===== src/rtl/asic_latch_pkg.sv =====
// Shared types and helpers for the latch-based register file and its clock primitives.
package asic_latch_pkg;

  localparam int STD_TECHNOLOGY_ASIC_TSMC = 0;
  localparam int STD_TECHNOLOGY_FPGA      = 1;

  typedef enum logic {
    ASIC_LATCH_CLEAR = 1'b0,
    ASIC_LATCH_READY = 1'b1
  } asic_latch_state_e;

  function automatic int asic_latch_lanes(input int data_width, input int lane_width);
    return data_width / lane_width;
  endfunction

endpackage


===== src/rtl/asic_latch_clear_fsm.sv =====
// Post-reset zero-fill sequencer: walks every entry once, then opens the array for writes.
module asic_latch_clear_fsm
  import asic_latch_pkg::*;
#(
  parameter int ADDR_WIDTH     = 5,
  parameter int CLEAR_ON_RESET = 1
) (
  input  logic                  clk_i,
  input  logic                  rst_ni,
  output logic                  ready_o,
  output logic                  clear_o,
  output logic [ADDR_WIDTH-1:0] clear_addr_o
);

  localparam asic_latch_state_e RESET_STATE =
    (CLEAR_ON_RESET != 0) ? ASIC_LATCH_CLEAR : ASIC_LATCH_READY;
  localparam logic [ADDR_WIDTH:0] CNT_ONE = {{ADDR_WIDTH{1'b0}}, 1'b1};

  asic_latch_state_e     state_q, state_d;
  logic [ADDR_WIDTH:0]   cnt_q, cnt_d;

  always_ff @(posedge clk_i or negedge rst_ni) begin
    if (!rst_ni) begin
      state_q <= RESET_STATE;
      cnt_q   <= '0;
    end else begin
      state_q <= state_d;
      cnt_q   <= cnt_d;
    end
  end

  // Extra counter bit: the MSB marks "all entries done" at any depth without aliasing entry 0.
  always_comb begin
    state_d = state_q;
    cnt_d   = cnt_q;
    case (state_q)
      ASIC_LATCH_CLEAR: begin
        cnt_d = cnt_q + CNT_ONE;
        if (cnt_d[ADDR_WIDTH]) state_d = ASIC_LATCH_READY;
      end
      ASIC_LATCH_READY: state_d = ASIC_LATCH_READY;
      default:          state_d = RESET_STATE;
    endcase
  end

  assign ready_o      = (state_q == ASIC_LATCH_READY);
  assign clear_o      = (state_q == ASIC_LATCH_CLEAR);
  assign clear_addr_o = cnt_q[ADDR_WIDTH-1:0];

endmodule


===== src/rtl/std_clock_gate.sv =====
// Glitch-free clock gate: enable is frozen while the clock is high so gclk_o only ever shortens to whole pulses.
module std_clock_gate
  import asic_latch_pkg::*;
#(
  parameter logic [0:0] CLOCK_INFO = 'b0,
  parameter int         TECHNOLOGY = STD_TECHNOLOGY_ASIC_TSMC
) (
  input  logic clk_i,
  input  logic en_i,
  output logic gclk_o
);

  logic clk_c;
  assign clk_c = clk_i ^ CLOCK_INFO[0];

  if (TECHNOLOGY == STD_TECHNOLOGY_FPGA) begin : g_fpga
    // Emulation targets sample the enable with a falling-edge flop instead of a latch.
    logic en_q;
    always_ff @(negedge clk_c) en_q <= en_i;
    assign gclk_o = clk_c & en_q;
  end else begin : g_asic
    logic en_q;
    always_latch begin
      if (!clk_c) en_q <= en_i;
    end
    assign gclk_o = clk_c & en_q;
  end

endmodule


===== src/rtl/std_register.sv =====
// Generic enabled register with asynchronous active-low reset; CLOCK_INFO[0] selects falling-edge capture.
module std_register #(
  parameter logic [0:0]       CLOCK_INFO  = 'b0,
  parameter int               WIDTH       = 1,
  parameter logic [WIDTH-1:0] RESET_VALUE = '0
) (
  input  logic             clk_i,
  input  logic             rst_ni,
  input  logic             en_i,
  input  logic [WIDTH-1:0] d_i,
  output logic [WIDTH-1:0] q_o
);

  logic [WIDTH-1:0] q_q;

  if (CLOCK_INFO[0]) begin : g_neg
    always_ff @(negedge clk_i or negedge rst_ni) begin
      if (!rst_ni) q_q <= RESET_VALUE;
      else if (en_i) q_q <= d_i;
    end
  end else begin : g_pos
    always_ff @(posedge clk_i or negedge rst_ni) begin
      if (!rst_ni) q_q <= RESET_VALUE;
      else if (en_i) q_q <= d_i;
    end
  end

  assign q_o = q_q;

endmodule


===== src/rtl/asic_latch_regfile.sv =====
// Multi-port latch register file: writes are flopped at the edge and land in per-lane latches during the next high phase.
module asic_latch_regfile
  import asic_latch_pkg::*;
#(
  parameter logic [0:0] CLOCK_INFO     = 'b0,
  parameter int         TECHNOLOGY     = STD_TECHNOLOGY_ASIC_TSMC,
  parameter int         DATA_WIDTH     = 32,
  parameter int         LANE_WIDTH     = 8,
  parameter int         ADDR_WIDTH     = 5,
  parameter int         READ_PORTS     = 2,
  parameter int         WRITE_PORTS    = 2,
  parameter int         BYPASS         = 1,
  parameter int         CLEAR_ON_RESET = 1
) (
  input  logic                                                            clk,
  input  logic                                                            rst,
  input  logic [WRITE_PORTS-1:0]                                          write_enable,
  input  logic [WRITE_PORTS*ADDR_WIDTH-1:0]                               write_addr,
  input  logic [WRITE_PORTS*asic_latch_lanes(DATA_WIDTH, LANE_WIDTH)-1:0] write_mask,
  input  logic [WRITE_PORTS*DATA_WIDTH-1:0]                               write_data,
  input  logic [READ_PORTS*ADDR_WIDTH-1:0]                                read_addr,
  output logic [READ_PORTS*DATA_WIDTH-1:0]                                read_data,
  output logic                                                            ready
);

  localparam int LANES = asic_latch_lanes(DATA_WIDTH, LANE_WIDTH);
  localparam int DEPTH = 2 ** ADDR_WIDTH;

  logic                            clear_active;
  logic [ADDR_WIDTH-1:0]           clear_addr;
  logic                            clr_vld_q;
  logic [ADDR_WIDTH-1:0]           clr_addr_q;
  logic [WRITE_PORTS-1:0]          wvld_q;
  logic [WRITE_PORTS*ADDR_WIDTH-1:0] waddr_q;
  logic [WRITE_PORTS*LANES-1:0]    wmask_q;
  logic [WRITE_PORTS*DATA_WIDTH-1:0] wdata_q;
  logic [DEPTH-1:0][LANES-1:0]     gate_en;
  logic [DEPTH-1:0][DATA_WIDTH-1:0] lane_d;
  logic [DEPTH-1:0][DATA_WIDTH-1:0] mem;

  asic_latch_clear_fsm #(
    .ADDR_WIDTH    (ADDR_WIDTH),
    .CLEAR_ON_RESET(CLEAR_ON_RESET)
  ) u_clear_fsm (
    .clk_i       (clk),
    .rst_ni      (rst),
    .ready_o     (ready),
    .clear_o     (clear_active),
    .clear_addr_o(clear_addr)
  );

  for (genvar p = 0; p < WRITE_PORTS; p++) begin : g_wport
    std_register #(.CLOCK_INFO(CLOCK_INFO), .WIDTH(1)) u_wvld (
      .clk_i (clk),
      .rst_ni(rst),
      .en_i  (1'b1),
      .d_i   (write_enable[p] & ready),
      .q_o   (wvld_q[p])
    );
    std_register #(.CLOCK_INFO(CLOCK_INFO), .WIDTH(ADDR_WIDTH + LANES + DATA_WIDTH)) u_wreg (
      .clk_i (clk),
      .rst_ni(rst),
      .en_i  (write_enable[p]),
      .d_i   ({write_addr[p*ADDR_WIDTH +: ADDR_WIDTH], write_mask[p*LANES +: LANES],
               write_data[p*DATA_WIDTH +: DATA_WIDTH]}),
      .q_o   ({waddr_q[p*ADDR_WIDTH +: ADDR_WIDTH], wmask_q[p*LANES +: LANES],
               wdata_q[p*DATA_WIDTH +: DATA_WIDTH]})
    );
  end

  std_register #(.CLOCK_INFO(CLOCK_INFO), .WIDTH(ADDR_WIDTH + 1)) u_clr_reg (
    .clk_i (clk),
    .rst_ni(rst),
    .en_i  (1'b1),
    .d_i   ({clear_active, clear_addr}),
    .q_o   ({clr_vld_q, clr_addr_q})
  );

  // Gate enables come from the live request so the gated pulse is the high phase right after the capturing edge.
  always_comb begin
    gate_en = '0;
    for (int e = 0; e < DEPTH; e++) begin
      for (int l = 0; l < LANES; l++) begin
        for (int p = 0; p < WRITE_PORTS; p++) begin
          if (write_enable[p] && ready && write_mask[p*LANES + l] &&
              write_addr[p*ADDR_WIDTH +: ADDR_WIDTH] == ADDR_WIDTH'(e))
            gate_en[e][l] = 1'b1;
        end
        if (clear_active && clear_addr == ADDR_WIDTH'(e)) gate_en[e][l] = 1'b1;
      end
    end
  end

  // Latch input: the zero default doubles as clear data; higher ports overwrite lower ones lane by lane.
  always_comb begin
    lane_d = '0;
    for (int e = 0; e < DEPTH; e++) begin
      for (int l = 0; l < LANES; l++) begin
        for (int p = 0; p < WRITE_PORTS; p++) begin
          if (wvld_q[p] && wmask_q[p*LANES + l] &&
              waddr_q[p*ADDR_WIDTH +: ADDR_WIDTH] == ADDR_WIDTH'(e) &&
              !(clr_vld_q && clr_addr_q == ADDR_WIDTH'(e)))
            lane_d[e][l*LANE_WIDTH +: LANE_WIDTH] = wdata_q[p*DATA_WIDTH + l*LANE_WIDTH +: LANE_WIDTH];
        end
      end
    end
  end

  for (genvar e = 0; e < DEPTH; e++) begin : g_entry
    for (genvar l = 0; l < LANES; l++) begin : g_lane
      logic                  gclk;
      logic [LANE_WIDTH-1:0] lane_q;

      std_clock_gate #(.CLOCK_INFO(CLOCK_INFO), .TECHNOLOGY(TECHNOLOGY)) u_cg (
        .clk_i (clk),
        .en_i  (gate_en[e][l]),
        .gclk_o(gclk)
      );

      always_latch begin
        if (gclk) lane_q <= lane_d[e][l*LANE_WIDTH +: LANE_WIDTH];
      end

      assign mem[e][l*LANE_WIDTH +: LANE_WIDTH] = lane_q;
    end
  end

  always_comb begin
    read_data = '0;
    for (int r = 0; r < READ_PORTS; r++) begin
      read_data[r*DATA_WIDTH +: DATA_WIDTH] = mem[read_addr[r*ADDR_WIDTH +: ADDR_WIDTH]];
      if (BYPASS != 0 && ready) begin
        for (int p = 0; p < WRITE_PORTS; p++) begin
          for (int l = 0; l < LANES; l++) begin
            if (write_enable[p] && write_mask[p*LANES + l] &&
                write_addr[p*ADDR_WIDTH +: ADDR_WIDTH] == read_addr[r*ADDR_WIDTH +: ADDR_WIDTH])
              read_data[r*DATA_WIDTH + l*LANE_WIDTH +: LANE_WIDTH] =
                write_data[p*DATA_WIDTH + l*LANE_WIDTH +: LANE_WIDTH];
          end
        end
      end
    end
  end

endmodule


===== config.mk =====
export PLATFORM = sky130hd
export DESIGN_NAME = asic_latch_regfile
export DESIGN_NICKNAME = d
export VERILOG_FILES = /design/src/rtl/asic_latch_pkg.sv /design/src/rtl/asic_latch_clear_fsm.sv /design/src/rtl/std_clock_gate.sv /design/src/rtl/std_register.sv /design/src/rtl/asic_latch_regfile.sv
export SDC_FILE = /design/constraint.sdc
export NUM_CORES = 2
export LEC_CHECK = 0
export CAP_MARGIN = 20
export CORE_MARGIN = 4
export CORE_UTILIZATION = 40
export CTS_BUF_LIST = sky130_fd_sc_hd__clkbuf_8
export DETAILED_ROUTE_END_ITERATION = 16
export MAX_ROUTING_LAYER = met4
export PLACE_DENSITY = 0.68
export SLEW_MARGIN = 20
export SYNTH_ARGS = -nofsm -noshare
export SYNTH_HDL_FRONTEND = slang
export SYNTH_SLANG_ARGS = --single-unit

===== constraint.sdc =====
create_clock -name clk -period 4.65 [get_ports clk]
set_input_delay 0.93 -clock clk [delete_from_list [all_inputs] [get_ports clk]]
set_output_delay 0.93 -clock clk [all_outputs]
set_load 0.05 [all_outputs]

Word level (Yosys, flattened, before mapping)
Cells that the tools add are included.

Register bits after elaboration: 97. Bits in latches: 1152. Word-level logic and storage cells: 3443. Memory bits (read-only): 0. Bits of input ports: 96. Output and inout port bits: 65. Memories: 0. Memory bits (writable): 0.

Eq/ne operators: 190. Magnitude comparators: 2. Multipliers: 0. Divide/modulo/power cells: 0. Shift operators: 0. $add $sub $neg: 1. Bitwise logic cells: 131. Muxes and demuxes: 1048. Reduce and logical (&&, ||, !) cells: 912.

Operators with widths (count): $mux W8 (528); $logic_and A1 B1 Y1 (874); $mux W1 (513); $eq A5 B5 Y1 const B (96); $bmux W32 S5 (2); $eq A5 B4 Y1 const B (48); $and A1 B1 Y1 (130); $mux W32 (4); $eq A5 B3 Y1 const B (24); $eq A5 B2 Y1 const B (12); $logic_not A1 Y1 (32); $eq A5 B1 Y1 const B (6); $logic_not A5 Y1 (6); $eq A5 B5 Y1 (4); $lt A5 B6 Y1 const B (2); $add A6 B1 Y6 const B (1); $pmux W1 S2 (1); $not A1 Y1 (1).

Depth between registers and ports, before layout
Depth in word-level cells: 7. Mapped depth: 11. Gate-level depth less buffers: 5.

Hierarchy
From an unflattened synthesis, not the netlist that was laid out.

Cells, all modules: 5766. Area, all modules: 55059.1 um2.

Modules (own cells, without submodules): asic_latch_regfile (instances 1, cells each 5290, area each 48213.7 um2, sequential area each 0.0 um2); std_register at g_wport[0].u_wreg ... (instances 2, cells each 87, area each 1729.2 um2, sequential area each 1026.0 um2); std_clock_gate (instances 128, cells each 2, area each 21.3 um2, sequential area each 0.0 um2); asic_latch_clear_fsm (instances 1, cells each 29, area each 332.8 um2, sequential area each 175.2 um2); std_register at u_clr_reg (instances 1, cells each 13, area each 251.5 um2, sequential area each 150.1 um2); std_register at g_wport[0].u_wvld ... (instances 2, cells each 2, area each 40.0 um2, sequential area each 25.0 um2).

==> results.json <==
{
  "status": "complete, but fails checks",
  "violations": "negative setup slack",
  "grt-ovfl-total": 0,
  "design_area_um2": 76700,
  "place_ws_ns": -0.584,
  "synth_edf_count": 0,
  "first_iter_violations": 10000,
  "place_area_um2": 65800,
  "cts_hold_buf": 0,
  "synth_seq_cells": 1249,
  "syn_to_final_growth_pct": 38.2,
  "netlist_instances": 5869,
  "maxCapViolCount": 0,
  "netlist_area_um2": 55500,
  "rr_worst_depth": 8,
  "synth.avg_cell_area_um2": 9.46,
  "drt-total-wl_um": 306000,
  "place_congestion": 1.08,
  "ir_drop_mv": 0.224,
  "setup_ws_ns": -1.22,
  "track_usage_pct": 41.4,
  "dp_hpwl_um": 213000,
  "place.port_buffers": 160,
  "synth_fp_nets": 5971,
  "setup_viol": 90,
  "path_class": "latch to primary output",
  "pin_count": 161,
  "fin_nets": 6955,
  "synthArstFlopShare_pct": 7.77,
  "grt_pass1_vias": 60200,
  "leakagePower_nw": 32.1,
  "synth_warnings": 0,
  "startpoint": "g_entry[24].g_lane[3].lane_q[1]",
  "worstSetupStartpointType": "latch",
  "end_kind": "primary output",
  "drive_above_1_share_pct": 34.1,
  "drv_slew": 0,
  "yosys.cell_types.count": 68,
  "min_period_over_period_pct": 126,
  "worst_ep_required_time_ns": 3.72,
  "skew_ns": 0.0908,
  "firstDrtPassIters": 7,
  "layout_common_cells": "a22o_1 (1,024), dlxtp_1 (1,024), buf_4 (728), mux2i_1 (652), clkbuf_8 (473)",
  "die-area_um2": 145000,
  "utilization_pct": 55.8,
  "worstSkewPairLatency_ns": 1.08,
  "coreArea_um2": 138000,
  "grt_max_degree": 73,
  "ff2ff_setup_slack_ns": -0.05,
  "cts_tree": "built",
  "antenna_found_initial": 28,
  "grt_setup_unrepaired": "true",
  "die_x_um": 381,
  "die_y_um": 381,
  "wl_per_cell_um": 35.0,
  "clk_pin_slew_worst_paths_ns": 0.08,
  "max_freq_ghz": 0.170,
  "num_vias": 61200,
  "r2r-end": "g_entry[24].g_lane[3].lane_q[3]",
  "fin_crit_ns": 5.87,
  "worst_slew_pin_slew_ns": 1.13,
  "avgViaCountPerCell": 7.01,
  "hold_class": "input port to async pin",
  "finalHoldViolCount": 0,
  "cp_data_arrival_time_ns": 4.94,
  "grt_pass1_wl_um": 428000,
  "cp-endpoint": "read_data[25]",
  "setup_tns_ns": -58.60,
  "drc": 0,
  "drtAntennaViolNets": 0,
  "r2r-start": "u_clr_reg.q_o[2]",
  "power_density_nw_per_um2": 140,
  "rows": 136,
  "path_max_fanout": 2,
  "yosys_most_used_dff": "dlxtp_1",
  "start_util_pct": 40.3,
  "slew-limit-headroom_pct": 24.5
}
==> cell type report <==
| class | instances | area, um2 |
|---|---|---|
| Fill cell | 11700 | 60900 |
| Multi-Input combinational cell | 3963 | 36100 |
| Sequential cell | 1249 | 19700 |
| Timing Repair Buffer | 1131 | 11500 |
| Clock buffer | 473 | 6510 |
| Tap cell | 1794 | 2240 |
| Clock inverter | 49 | 395 |
| Inverter | 38 | 143 |
| Antenna cell | 38 | 95.1 |
==> Yosys cell counts, types with 37 or more instances <==
library cell,n,area (um2)
a211oi_1,37,278
a21oi_1,173,866
a22o_1,1024,8970
a22oi_1,211,1580
and2_1,152,951
and4_1,42,368
buf_1,95,357
buf_2,48,240
buf_4,47,353
buf_6,41,462
clkbuf_1,369,1390
dfrtp_1,97,2430
dlxtn_1,128,1920
dlxtp_1,1024,15400
inv_1,37,139
mux2_2,83,935
mux2i_1,661,6620
mux4_2,194,4370
nand2_1,356,1340
nand3_1,223,1120
nor2_1,277,1040
nor3_1,125,626
o221ai_1,128,1120
==> kinds of logic (layout without fill, tap and decap cells) <==
logic type | Yosys count | in the layout | synth area share [%]
mux | 947 | 947 | 21.9
xor+xnor | 26 | 26 | 0.410
fa+ha+maj | 6 | 6 | 0.135
compound gates | 1657 | 1657 | 24.4
simple gates | 1327 | 1327 | 11.8
buf+inv | 657 | 1691 | 5.83
flops | 97 | 97 | 4.37
other cells | 0 | 38 | 0
latches | 1152 | 1152 | 31.2
==> sequential cells by signal (all words and copies together), names as in the netlist <==
name and cells:
u_clear_fsm.cnt_q 6, u_clear_fsm.ready_o 1, g_wport.u_wreg.q_o 82, g_entry.g_lane.u_cg.g_asic.en_q 128, g_entry.g_lane.lane_q 1024, g_wport.u_wvld.q_o 2, u_clr_reg.q_o 6
==> how the worst min path moves through the flow <==
stage / startpoint / endpoint / cells after the start
2_1_floorplan: g_entry[0].g_lane[0].u_cg.g_asic.en_q / clock gate / 0
3_3_place_gp: g_entry[14].g_lane[2].u_cg.g_asic.en_q / clock gate / 0
3_5_place_dp: g_entry[17].g_lane[3].u_cg.g_asic.en_q / clock gate / 0
4_1_cts: rst / g_wport[1].u_wreg.q_o[7] / 1
5_1_grt: rst / g_wport[1].u_wreg.q_o[7] / 1
6_report: rst / g_wport[0].u_wreg.q_o[1] / 1
==> where the power goes <==
part / internal [mW] / switching, mW / leakage (nW) / total (mW)
sequential: 1.89 / 0.296 / 9.47 / 2.19
clock: 2.27 / 2.04 / 3.92 / 4.31
combinational: 1.61 / 2.62 / 18.7 / 4.23
==> stage by stage <==
step / hold WS, ns / instances / power (mW)
6_report: 0.0198 / 8735 / 10.7
5_1_grt: 0.0508 / 8726 / 10.9
4_1_cts: 0.0363 / 8677 / 10.4
3_5_place_dp: 0.227 / 8128 / 5.99
3_3_place_gp: 0.227 / 8127 / 5.96
2_1_floorplan: 0.226 / 5869 / 4.36
==> critical path, stage by stage, from the launching register on <==
cell     delay (ns)
dlxtp_1           0
dlxtp_1        0.35
mux4_2         0.23
nor2b_1        0.04
o31a_1         0.26
or4_4          0.57
o21ai_4        0.17
buf_12         0.16
==> metal layers <==
metal | vias up | wire length [um] | share of wire (%) | global-route usage (%)
met5 | - | 0 | 0 | -
met1 | 29700 | 112000 | 37 | 50.8
met3 | 1477 | 42600 | 14 | 13.9
li1 | 24500 | - | - | -
met4 | 0 | 25600 | 8.4 | 27.5
met2 | 5576 | 126000 | 41 | 57.8
==> timing repair <==
item	in CTS	in global routing
gates resized for setup	502	258
pin swaps	196	187
setup endpoints to repair	550	90
buffers inserted	31	24
Note: power is estimated with default switching activity, not from simulation.
